File: src/rtl/dsp_pkg.sv
// Shared definitions for the decimator: register offsets,
// CTRL bit positions and the default decimation exponent limit.
package dsp_pkg;

    localparam logic [7:0] REG_CTRL   = 8'h00;
    localparam logic [7:0] REG_LOG2N  = 8'h01;
    localparam logic [7:0] REG_STATUS = 8'h02;
    localparam logic [7:0] REG_OUTCNT = 8'h03;

    localparam int CTRL_EN     = 0;
    localparam int CTRL_BYPASS = 1;

    localparam int LOG2N_MAX_DEF = 8;

endpackage

File: src/rtl/dsp_decim_regs.sv
// Register file for dsp_decim: decode, readback, OUTCNT and sticky SAT.
// Ports: fx_* bus + dev_id in; en/bypass/log2n/cfg_wr out; out_pulse and
// sat_set are events from the datapath; fx_q is registered read data.
module dsp_decim_regs
    import dsp_pkg::*;
#(
    parameter int LOG2N_MAX = LOG2N_MAX_DEF
) (
    input  logic        clk_sys,
    input  logic        rst_n,
    input  logic        fx_wr,
    input  logic [21:0] fx_waddr,
    input  logic [7:0]  fx_data,
    input  logic        fx_rd,
    input  logic [21:0] fx_raddr,
    input  logic [5:0]  dev_id,
    input  logic        out_pulse,
    input  logic        sat_set,
    output logic        en,
    output logic        bypass,
    output logic [3:0]  log2n,
    output logic        cfg_wr,
    output logic [7:0]  fx_q
);

    logic       wr_hit;
    logic       rd_hit;
    logic [7:0] wr_off;
    logic [7:0] rdata;
    logic [3:0] log2n_in;
    logic [7:0] outcnt;
    logic       sat;
    logic       unused_addr;

    assign wr_hit = fx_wr && (fx_waddr[21:16] == dev_id);
    assign rd_hit = fx_raddr[21:16] == dev_id;
    assign wr_off = fx_waddr[7:0];
    assign cfg_wr = wr_hit && (wr_off == REG_CTRL || wr_off == REG_LOG2N);
    assign unused_addr = ^{fx_waddr[15:8], fx_raddr[15:8]};

    // Out-of-range exponents are clamped rather than ignored.
    assign log2n_in = (fx_data > 8'(LOG2N_MAX)) ? 4'(LOG2N_MAX)
                                                : fx_data[3:0];

    always_comb begin
        rdata = 8'h00;
        case (fx_raddr[7:0])
            REG_CTRL:   rdata = {6'b0, bypass, en};
            REG_LOG2N:  rdata = {4'b0, log2n};
            REG_STATUS: rdata = {7'b0, sat};
            REG_OUTCNT: rdata = outcnt;
            default:    rdata = 8'h00;
        endcase
    end

    always_ff @(posedge clk_sys or negedge rst_n) begin
        if (!rst_n) begin
            en     <= 1'b0;
            bypass <= 1'b0;
            log2n  <= 4'd0;
            sat    <= 1'b0;
            outcnt <= 8'd0;
            fx_q   <= 8'h00;
        end else begin
            if (wr_hit && wr_off == REG_CTRL) begin
                en     <= fx_data[CTRL_EN];
                bypass <= fx_data[CTRL_BYPASS];
            end
            if (wr_hit && wr_off == REG_LOG2N)
                log2n <= log2n_in;
            // A new saturation event wins over a simultaneous clear.
            if (sat_set)
                sat <= 1'b1;
            else if (wr_hit && wr_off == REG_STATUS)
                sat <= 1'b0;
            if (out_pulse)
                outcnt <= outcnt + 8'd1;
            if (fx_rd)
                fx_q <= rd_hit ? rdata : 8'h00;
        end
    end

endmodule

File: src/rtl/dsp_decim.sv
// Decimate-by-2^LOG2N averaging filter with bypass and register access.
// Ports: clk_sys/rst_n; ad_data/ad_vld in; sm_data/sm_vld out; fx_* bus.
// Option: define DSP_DECIM_ROUND_EN for rounding with saturation.
module dsp_decim
    import dsp_pkg::*;
#(
    parameter int DW        = 16,
    parameter int LOG2N_MAX = LOG2N_MAX_DEF,
    parameter int ACC_W     = DW + LOG2N_MAX
) (
    input  logic          clk_sys,
    input  logic          rst_n,
    input  logic [DW-1:0] ad_data,
    input  logic          ad_vld,
    output logic [DW-1:0] sm_data,
    output logic          sm_vld,
    input  logic          fx_wr,
    input  logic [21:0]   fx_waddr,
    input  logic [7:0]    fx_data,
    input  logic          fx_rd,
    input  logic [21:0]   fx_raddr,
    output logic [7:0]    fx_q,
    input  logic [5:0]    dev_id
);

    localparam int CW = LOG2N_MAX + 1;

    logic                    en;
    logic                    bypass;
    logic [3:0]              log2n;
    logic                    cfg_wr;
    logic                    done;
    logic                    out_pulse;
    logic                    sat_set;
    logic signed [ACC_W-1:0] acc;
    logic [CW-1:0]           cnt;
    logic [CW-1:0]           last;
    logic signed [ACC_W:0]   sum;
    logic [DW-1:0]           result;

    dsp_decim_regs #(
        .LOG2N_MAX(LOG2N_MAX)
    ) u_regs (
        .clk_sys  (clk_sys),
        .rst_n    (rst_n),
        .fx_wr    (fx_wr),
        .fx_waddr (fx_waddr),
        .fx_data  (fx_data),
        .fx_rd    (fx_rd),
        .fx_raddr (fx_raddr),
        .dev_id   (dev_id),
        .out_pulse(out_pulse),
        .sat_set  (sat_set),
        .en       (en),
        .bypass   (bypass),
        .log2n    (log2n),
        .cfg_wr   (cfg_wr),
        .fx_q     (fx_q)
    );

    // Running total including the sample arriving this cycle.
    assign sum = {acc[ACC_W-1], acc}
               + {{(ACC_W + 1 - DW){ad_data[DW-1]}}, ad_data};

    assign last      = (CW'(1) << log2n) - CW'(1);
    assign done      = en && !bypass && ad_vld && (cnt == last);
    assign out_pulse = done || (en && bypass && ad_vld);

`ifdef DSP_DECIM_ROUND_EN
    localparam logic signed [ACC_W:0] DMAX =
        (ACC_W + 1)'((1 << (DW - 1)) - 1);

    logic signed [ACC_W:0] bias;
    logic signed [ACC_W:0] biased;
    logic signed [ACC_W:0] lim;
    logic                  over;

    // Overflow is judged on the exact rounded quotient, before the
    // fractional bits are dropped, so a mean of full-scale samples
    // that rounds upward still flags SAT.
    always_comb begin
        bias = '0;
        if (log2n != 4'd0)
            bias = (ACC_W + 1)'(1) <<< (log2n - 4'd1);
        biased = sum + bias;
        lim    = DMAX <<< log2n;
        over   = biased > lim;
    end

    assign result  = over ? DMAX[DW-1:0] : DW'(biased >>> log2n);
    assign sat_set = done && over;
`else
    assign result  = DW'(sum >>> log2n);
    assign sat_set = 1'b0;
`endif

    always_ff @(posedge clk_sys or negedge rst_n) begin
        if (!rst_n) begin
            acc     <= '0;
            cnt     <= '0;
            sm_data <= '0;
            sm_vld  <= 1'b0;
        end else if (!en) begin
            acc    <= '0;
            cnt    <= '0;
            sm_vld <= 1'b0;
        end else if (bypass) begin
            acc     <= '0;
            cnt     <= '0;
            sm_data <= ad_data;
            sm_vld  <= ad_vld;
        end else begin
            sm_vld <= done;
            if (done)
                sm_data <= result;
            // A completing sample is emitted even under a config write;
            // otherwise the write discards the partial block.
            if (done || cfg_wr) begin
                acc <= '0;
                cnt <= '0;
            end else if (ad_vld) begin
                acc <= sum[ACC_W-1:0];
                cnt <= cnt + CW'(1);
            end
        end
    end

endmodule

File: config.mk
export PLATFORM = sky130hd
export DESIGN_NAME = dsp_decim
export DESIGN_NICKNAME = d
export VERILOG_FILES = /design/src/rtl/dsp_pkg.sv /design/src/rtl/dsp_decim_regs.sv /design/src/rtl/dsp_decim.sv
export SDC_FILE = /design/constraint.sdc
export NUM_CORES = 1
export LEC_CHECK = 0
export CAP_MARGIN = 5
export CORE_MARGIN = 1.5
export CORE_UTILIZATION = 45
export CTS_CLUSTER_SIZE = 12
export DETAILED_ROUTE_END_ITERATION = 10
export PLACE_DENSITY = 0.69
export SLEW_MARGIN = 20
export SYNTH_ARGS = -nofsm -noshare
export SYNTH_HDL_FRONTEND = slang
export SYNTH_SLANG_ARGS = --single-unit
File: constraint.sdc
create_clock -name clk_sys -period 5.8 [get_ports clk_sys]
set_clock_uncertainty 0.15 [all_clocks]
set_input_delay 1.16 -clock clk_sys [delete_from_list [all_inputs] [get_ports clk_sys]]
set_output_delay 1.16 -clock clk_sys [all_outputs]
set_load 0.05 [all_outputs]
# Word level (Yosys, flattened, before mapping)
# Index checks and enable logic that the tools add are counted.
# op_classes
addsub	4
n_eq_ne	7
shift	2
reduce_logical	17
muxes	15
n_lt_le_gt_ge	1
# op_table
cell	n
24-bit two-way mux	4
9-bit two-way mux	4
16-bit two-way mux	2
24-bit by 16-bit adder with 25-bit output	1
25-bit by 4-bit >>> shifter with 16-bit output	1
8-bit case mux with 3 select lines	1
8-bit by 1-bit == test with 1-bit output, second input constant	2
8-bit logical NOT	2
6-bit == test	2
9-bit by 1-bit adder with 9-bit output, second input constant	1
9-bit == test	1
1-bit logical AND	9
1-bit by 4-bit left shift with 9-bit output, first input constant	1
9-bit by 2-bit subtractor with 9-bit output, second input constant	1
8-bit by 1-bit adder with 8-bit output, second input constant	1
8-bit by 2-bit == test with 1-bit output, second input constant	1
8-bit by 4-bit greater-than comparator with 1-bit output, second input constant	1
8-bit two-way mux	1
4-bit two-way mux	1
4-bit inequality test, second input constant	1
1-bit logical OR	3
1-bit two-way mux	2
2-bit AND reduction	1
2-bit nonzero test	1
1-bit logical NOT	1
# word_totals
output_inout_bits	25
regBits	72
word_cells	55

# Longest topological paths before layout
# Gate-level depths: netlist of run 1.
# logic_depth
ltp_word	8
mapped_depth	19

# Modules after synthesis
# Synthesis of run 1 repeated with hierarchy kept, for this count alone.
# hier_totals
cells_unflattened	737
area_unflattened_um2	6302.3
# by_module_without_submodules
module	cells_each	instances	area_per_inst_um2
dsp_decim	621	1	5056.1
dsp_decim_regs	116	1	1246.2

# Least setup slack after synthesis of run 1
# Ideal clock, no wire load.
# synth_path
kind	register to register
from	reg u_regs.log2n[0]
to	reg sm_data[10]
path_slack_ps	1814
arrival_ps	3710
n_path_buf	6
path_stages_with_launch	20
required_time_ps	5524
setup_time_ps	126
cell_sequence	dfrtp_1 buf_2 buf_1 inv_2 buf_1 buf_2 nor2_1 nand2_1 ha_1 clkbuf_1 nor3b_1 o21a_1 or3_1 a21oi_2 and3_2 a21oi_2 buf_6 a21oi_1 o221ai_1 a221o_1
# synth_between
elab_chain_cells	6
# synth_rtl
element	line_no	rtl
start, declared	dsp_decim_regs.sv:21	output logic [3:0] log2n,
start signal, assigned	dsp_decim_regs.sv:70	log2n <= log2n_in;
1-bit by 4-bit left shift with 9-bit output	dsp_decim.sv:65	assign last = (CW'(1) << log2n) - CW'(1);
9-bit by 2-bit subtractor with 9-bit output	dsp_decim.sv:65	
9-bit == test	dsp_decim.sv:66	assign done = en && !bypass && ad_vld && (cnt == last);
1-bit logical AND	dsp_decim.sv:66	
2-bit nonzero test (no line)	-	
2-bit AND reduction (no line)	-	
end signal, assigned	dsp_decim.sv:110	sm_data <= ad_data;
end signal, assigned	dsp_decim.sv:115	sm_data <= result;
end, declared	dsp_decim.sv:15	output logic [DW-1:0] sm_data,
# Parallel ways exist; a longest one is shown, timed or not. The select of a mux whose other input is x is not followed.
# A chain may end at the register's enable or synchronous reset.

# Final worst setup path of run 1
# layout_path
from	in ad_data[0]
to	reg sm_data[5]
# layout_between
elab_chain_cells	4
# layout_rtl
element	line_no	rtl
start, declared	dsp_decim.sv:13	input logic [DW-1:0] ad_data,
24-bit by 16-bit adder with 25-bit output	dsp_decim.sv:63	+ {{(ACC_W + 1 - DW){ad_data[DW-1]}}, ad_data};
25-bit by 4-bit >>> shifter with 16-bit output	dsp_decim.sv:93	assign result = DW'(sum >>> log2n);
16-bit two-way mux	dsp_decim.sv:114	if (done)
16-bit two-way mux	dsp_decim.sv:107	end else if (bypass) begin
# Every way passes these cells. The select of a mux whose other input is x is not followed.

==> flow_summary.toml, run 1 <==
[status]
status = "finished clean"

[timing]
setup_viol = 0
fin_crit_sh_pct = 83.05
fin_tns_setup_ps = 0
final_max_slew_viol_count = 0
grt_setup_unrepaired = "no"
min_period_ps = 4817
hold_violations = 0
fmax_ghz = 0.2076
worst_pin_slew_ps = 1022
maxSlewHeadroom_pct = 31.85

[routing]
viasPerCell = 6.145
postRouteAntennaNets = 0
drt-wirelength-per-cell_um = 18.60
drtIter0Drc = 636
dr.pass1.iters = 5
drc = 0
routed-via-count = 6163
totalWireLength_um = 18660

[clock_network]
cts-hold-fix-buffers = 0
cts_buffers = 9
root_buffer = "clkbuf_16"
clk_path_buf_depth = 2
ctsResizeCount = 0
post_cts_buffers = 0
clock-sinks = 72
worst_skew_pair.late_latency_ps = 350
htree_levels = 3
cts_tree = "built"
clk_pin_slew_ps = 60

[global_routing]
grt_pass1_vias = 5806
grt_max_degree = 73
antenna_found_initial = 0
grt_pass1_wl_um = 29980
grt_overflow = 0
track_usage_pct = 25.92

[critical_path]
worst-endpoint-required_ps = 5880
crit_path_end_kind = "register"
reg2regPathDepth = 11
r2r_end = "sm_data[13]"
crit_fanout = 4
crit_path_max_incr_delay_ps = 490
crit_family = "compound AO/OA/AOI/OAI gates"
start_kind = "input pin"
ff2ff_setup_slack_ps = 1790
worstPathArrival_ps = 4900
cp_cell_sequence = "clkdlybuf4s50_1 -> ha_1 -> inv_1 -> fa_1 -> nand2b_1 -> a21oi_1 -> o21ai_1 -> a21oi_1 -> xor2_1 -> a21oi_1 -> mux2i_1 -> o22ai_1 -> a211oi_1"
cpMostUsedCell = "a21oi_1"
crit_path_top_delay_cell = "clkdlybuf4s50_1"
critical_path_buf_inv_count = 2
r2r-start = "u_regs.log2n[3]"
criticalPathCategory = "input pin to register"

[layout]
drive_above_1_share_pct = 7.776
insertedDiodeCount = 0
syn_to_final_growth_pct = 19.23
fillCellCount = 1247
layout.nets = 925

[power]
power_mw = 1.266
vdd_ir_drop_max_mv = 0.1128
powerDensity_mw_per_mm2 = 167.4
power.leakage_nw = 3.235

[synth]
seq_area_frac_synth_pct = 28.40
syn-num-nets = 868
yosysWarnings = 0
synth-edff-count = 0
ys_seq_elements = 72
netlist_area_mm2 = 0.006344
syn_inst = 761
synthDistinctLibCells = 77
synth_area_per_cell_um2 = 8.336
synthFlopType = "dfrtp_1"
synthArstFlopShare_pct = 100.0

[floorplan]
die_x_um = 121.7
initial_core_util_pct = 45.88
io_pins = 104
core_area_mm2 = 0.01383
fp.dieH_um = 121.7
die_area_mm2 = 0.01482
core.rowCount = 43

[placement]
dp_hpwl_um = 13760
gp_congestion = 0.9473
port_buffers = 87

[worst_hold_path]
hold_depth = 1
hp-start = "u_regs.outcnt[7]"
min_path_type = "register to register"
hold_path_end = "u_regs.outcnt[7]"

[run]
drv_cap = 0
stage by stage:
stage	instance area [um2]	hold WS, ps	std cells	util (%)	setup slack [ps]
finish	7564	327.5	1003	54.70	983.1
global route	7564	336.5	1003	54.70	796.9
CTS	7564	327.7	1003	54.70	1086
detailed placement	7266	313.6	987	52.55	736.3
global placement	7266	314.0	987	52.55	749.4
floorplan	6344	295.3	761	-	1814
registers in the layout, indices dropped and copies added, names as in the netlist, 4 cells and up:
name and count:
acc 24, u_regs.outcnt 8, cnt 9, sm_data 16, u_regs.log2n 4, u_regs.fx_q 8
report_power, final:
group / leakage (nW) / switching (mW) / internal [mW]
combinational: 2.13 / 0.103 / 0.0897
clock: 0.143 / 0.232 / 0.335
sequential: 0.966 / 0.00187 / 0.505
synth_stat cells, types with 6 or more instances:
cell type / count / share of area, %
a211oi_1: 17 / 2.0
a21o_1: 11 / 1.3
a21oi_1: 52 / 4.1
and2_1: 6 / 0.59
and3_1: 12 / 1.2
buf_1: 6 / 0.36
buf_2: 10 / 0.79
clkbuf_1: 27 / 1.6
dfrtp_1: 72 / 28
ha_1: 27 / 5.3
inv_1: 21 / 1.2
mux2_2: 14 / 2.5
mux2i_1: 41 / 6.5
mux4_2: 9 / 3.2
nand2_1: 76 / 4.5
nand3_1: 21 / 1.7
nand4_1: 11 / 1.1
nor2_1: 86 / 5.1
nor3_1: 15 / 1.2
nor4_1: 8 / 0.79
o211ai_1: 7 / 0.83
o21ai_0: 37 / 2.9
o22ai_1: 11 / 1.1
or3_1: 7 / 0.69
xnor2_1: 32 / 4.4
xor2_1: 18 / 2.5
cell families (layout without fill, tap and decap cells):
family | Yosys count | in the layout | synth area share (%)
buffers and inverters | 71 | 133 | 4.813
AOI/OAI and AO/OA | 195 | 195 | 20.63
and+or+nand+nor | 281 | 281 | 21.46
DFF | 72 | 72 | 28.40
adders and majority gates | 28 | 28 | 5.641
xor gates and xnor gates | 50 | 50 | 6.903
muxes | 64 | 64 | 12.15
metal layers:
layer	wire length, um	up-vias	global-route usage [%]
met5	0	-	0
met4	703	0	10.74
met3	1241	49	5.243
met2	8618	251	40.57
met1	8095	2946	35.02
li1	-	2917	-
worst max-delay path by stage:
| stage | from | to | slack [ps] | cells after the start |
|---|---|---|---|---|
| global placement | ad_data[0] | sm_data[6] | 750 | 13 |
| global route | ad_data[0] | sm_data[5] | 800 | 13 |
| detailed placement | ad_data[0] | sm_data[6] | 740 | 13 |
| CTS | ad_data[0] | sm_data[6] | 1090 | 13 |
| floorplan | u_regs.log2n[0] | sm_data[10] | 1810 | 19 |
| finish | ad_data[0] | sm_data[5] | 980 | 13 |
layout make-up:
cell class	instances	area, um2	share of cell area (%)
Multi-Input combinational cell	618	4237	56.01
Sequential cell	72	1802	23.82
Timing Repair Buffer	94	915.9	12.11
Clock buffer	10	229.0	3.027
Tap cell	180	225.2	2.978
Inverter	23	86.33	1.141
Clock inverter	6	68.82	0.9098
placed cells by master (no fill, tap or decap), types with 6 or more instances in the layout:
master,netlist,layout
mux2i_1,41,41
buf_4,3,8
dfrtp_1,72,72
clkdlybuf4s50_1,0,85
xor2_1,18,18
a211oi_1,17,17
or3_1,7,7
a21oi_1,52,52
and2_1,6,6
and3_1,12,12
nand2_1,76,76
a21o_1,11,11
mux4_2,9,9
nor4_1,8,8
clkbuf_16,0,9
o22ai_1,11,11
inv_1,21,21
nor2_1,86,86
nor3_1,15,15
o211ai_1,7,7
ha_1,27,27
mux2_2,14,14
xnor2_1,32,32
o21ai_0,37,36
nand4_1,11,11
nand3_1,21,21
No activity file was read; power rests on OpenSTA's default activity.
==> run 2, diff against run 1 <==
Settings changed: PLACE_DENSITY 0.69 to 0.72.
Clock period 5.8 ns to 3.9 ns, I/O delays scaled along.
==> run 2 against run 1 <==
  * Routed wire length up 3.5%
  * Die area unchanged
  * Critical path depth down 2
  * Combinational power up 82%
  * Worst hold slack about the same
  * Global-route usage up 1.3 points
==> flow_summary.toml, run 2 (same netlist as run 1, synthesis figures left out) <==
[clock_network]
root_buffer = "clkbuf_16"
htree_levels = 3
clk_pin_slew_ps = 60
clock-sinks = 72
post_cts_buffers = 0
cts_tree = "built"
worst_skew_pair.late_latency_ps = 360
clk_path_buf_depth = 2
cts_buffers = 9
cts-hold-fix-buffers = 0

[critical_path]
criticalPathCategory = "input pin to register"
cp_cell_sequence = "clkdlybuf4s50_1 -> ha_1 -> a21oi_1 -> o21ai_0 -> a21o_1 -> o211ai_1 -> nand2_1 -> xor2_2 -> mux4_2 -> a21o_1 -> a211o_1"
crit_fanout = 4
worst-endpoint-required_ps = 3990
crit_path_max_incr_delay_ps = 510
start_kind = "input pin"
crit_path_top_delay_cell = "mux4_2"
worstPathArrival_ps = 3850
critical_path_buf_inv_count = 1
crit_path_end_kind = "register"
cpMostUsedCell = "a21o_1"
crit_family = "compound AO/OA/AOI/OAI gates"

[floorplan]
core_area_mm2 = 0.01383
die_area_mm2 = 0.01482
die_x_um = 121.7
fp.dieH_um = 121.7
core.rowCount = 43
io_pins = 104
initial_core_util_pct = 45.88

[routing]
drc = 0
postRouteAntennaNets = 0
dr.pass1.iters = 5
routed-via-count = 6530
totalWireLength_um = 19320
drt-wirelength-per-cell_um = 17.18
drtIter0Drc = 657
viasPerCell = 5.810

[placement]
placed_cell_area_mm2 = 0.008174
gp_congestion = 0.9232
dp.cells = 1108
port_buffers = 87
dp_hpwl_um = 14260
dp_slack_ps = -572.8

[layout]
insertedDiodeCount = 0
drive_above_1_share_pct = 21.50
final_common_cell = "buf_4"
reg.largest.list = "acc (24), sm_data (16), cnt (9)"
finalNonFillerCells = 1124
largest_reg_flops = 24
regMostFlops = "acc"
final_core_util_pct = 62.01
final_cell_mix = "buf_4 (129), nor2_1 (86), clkdlybuf4s50_1 (84), nand2_1 (76), dfrtp_1 (72)"
stdcell_area_mm2 = 0.008574
syn_to_final_growth_pct = 35.17
layout.nets = 1046

[global_routing]
antenna_found_initial = 0
grt_pass1_vias = 6139
grt_max_degree = 73
grt_overflow = 0
track_usage_pct = 27.24
grt_pass1_wl_um = 31600

[power]
clkPwrFrac_pct = 43.6
p_int_mw = 1.387
comb_power_share_pct = 17.9
powerDensity_mw_per_mm2 = 228.1
switching_power_uw = 568.9
p_sw_share_pct = 29.09
power.leakage_nw = 3.875
vdd_ir_drop_max_mv = 0.2399
seq_power_share_pct = 38.5

[timing]
grt_setup_unrepaired = "no"
fin_crit_sh_pct = 96.43
final_max_slew_viol_count = 0
worst_pin_slew_ps = 958.0
maxSlewHeadroom_pct = 36.14
setup_viol = 0
finalWorstSetupSlack_ps = 139.2
fmax_ghz = 0.2659
hold_violations = 0
min_period_ps = 3761

[worst_hold_path]
min_path_type = "register to register"

[run]
drv_cap = 0

[status]
status = "finished clean"
==> run 2: changes by cell type in the layout (fill, tap and decap cells not counted), moves of 3 or more <==
cell	delta
inv_6	+4
buf_4	+121
a21oi_2	+3
a21oi_1	-3
==> run 2: layout make-up <==
type | count | area, um2
Sequential cell | 72 | 1802
Multi-Input combinational cell | 618 | 4343
Inverter | 23 | 86.33
Fill cell | 1161 | 5253
Tap cell | 180 | 225.2
Clock buffer | 9 | 225.2
Timing Repair Buffer | 215 | 1827
Clock inverter | 7 | 66.31
==> run 2: timing repair <==
item,in CTS,in global routing
gates resized for setup,6,16
endpoints found under the setup margin,15,16
pin swaps,1,4
==> run 2: power groups by stage <==
| stage | Combinational [mW] | Clock, mW | Sequential, mW |
|---|---|---|---|
| detailed placement | 0.343 | 0 | 0.767 |
| CTS | 0.346 | 0.870 | 0.753 |
| floorplan | 0.143 | 0 | 0.777 |
| global route | 0.380 | 0.890 | 0.753 |
| global placement | 0.339 | 0 | 0.767 |
| finish | 0.351 | 0.852 | 0.753 |
==> run 2: path summary, 6_finish.rpt <==
| check | start | end | slack [ps] | depth (start not counted) |
|---|---|---|---|---|
| max | ad_data[6] | sm_data[6] | 140 | 11 |
| min | u_regs.outcnt[7] | u_regs.outcnt[7] | 330 | 1 |
| max reg2reg | u_regs.log2n[3] | sm_data[15] | 400 | 12 |
| min reg2reg | u_regs.outcnt[7] | u_regs.outcnt[7] | 330 | 1 |
| max in group asynchronous | rst_n | u_regs.fx_q[3] | 2550 | 1 |
| min in group asynchronous | rst_n | acc[10] | 390 | 1 |
==> run 2: worst reg2reg max path: stages (launching register included) <==
cell and delay [ps]:
dfrtp_1 380, nor2_1 280, nand2_1 100, ha_1 320
nor2b_1 170, o21a_1 180, or3_1 350, a21oi_2 220
nand3_2 260, nand2_1 530, nand3b_1 190, o21ai_0 150
o22ai_1 100
==> run 2: per-stage QoR <==
stage | hold slack [ps] | TNS [ps] | power [mW]
after global routing | 333.2 | 0 | 2.023
final | 327.1 | 0 | 1.956
after CTS | 329.1 | 0 | 1.969
after global placement | 310.7 | -6015 | 1.106
after detailed placement | 320.1 | -7510 | 1.110
after floorplan | 295.3 | 0 | 0.9199
==> run 2: layer usage <==
metal	GRT usage (%)	routed length, um	part of all wire, %
met5	0	0	0
met1	37.50	8368	43
met4	12.21	741	3.8
met2	41.77	8841	46
met3	5.009	1364	7.1
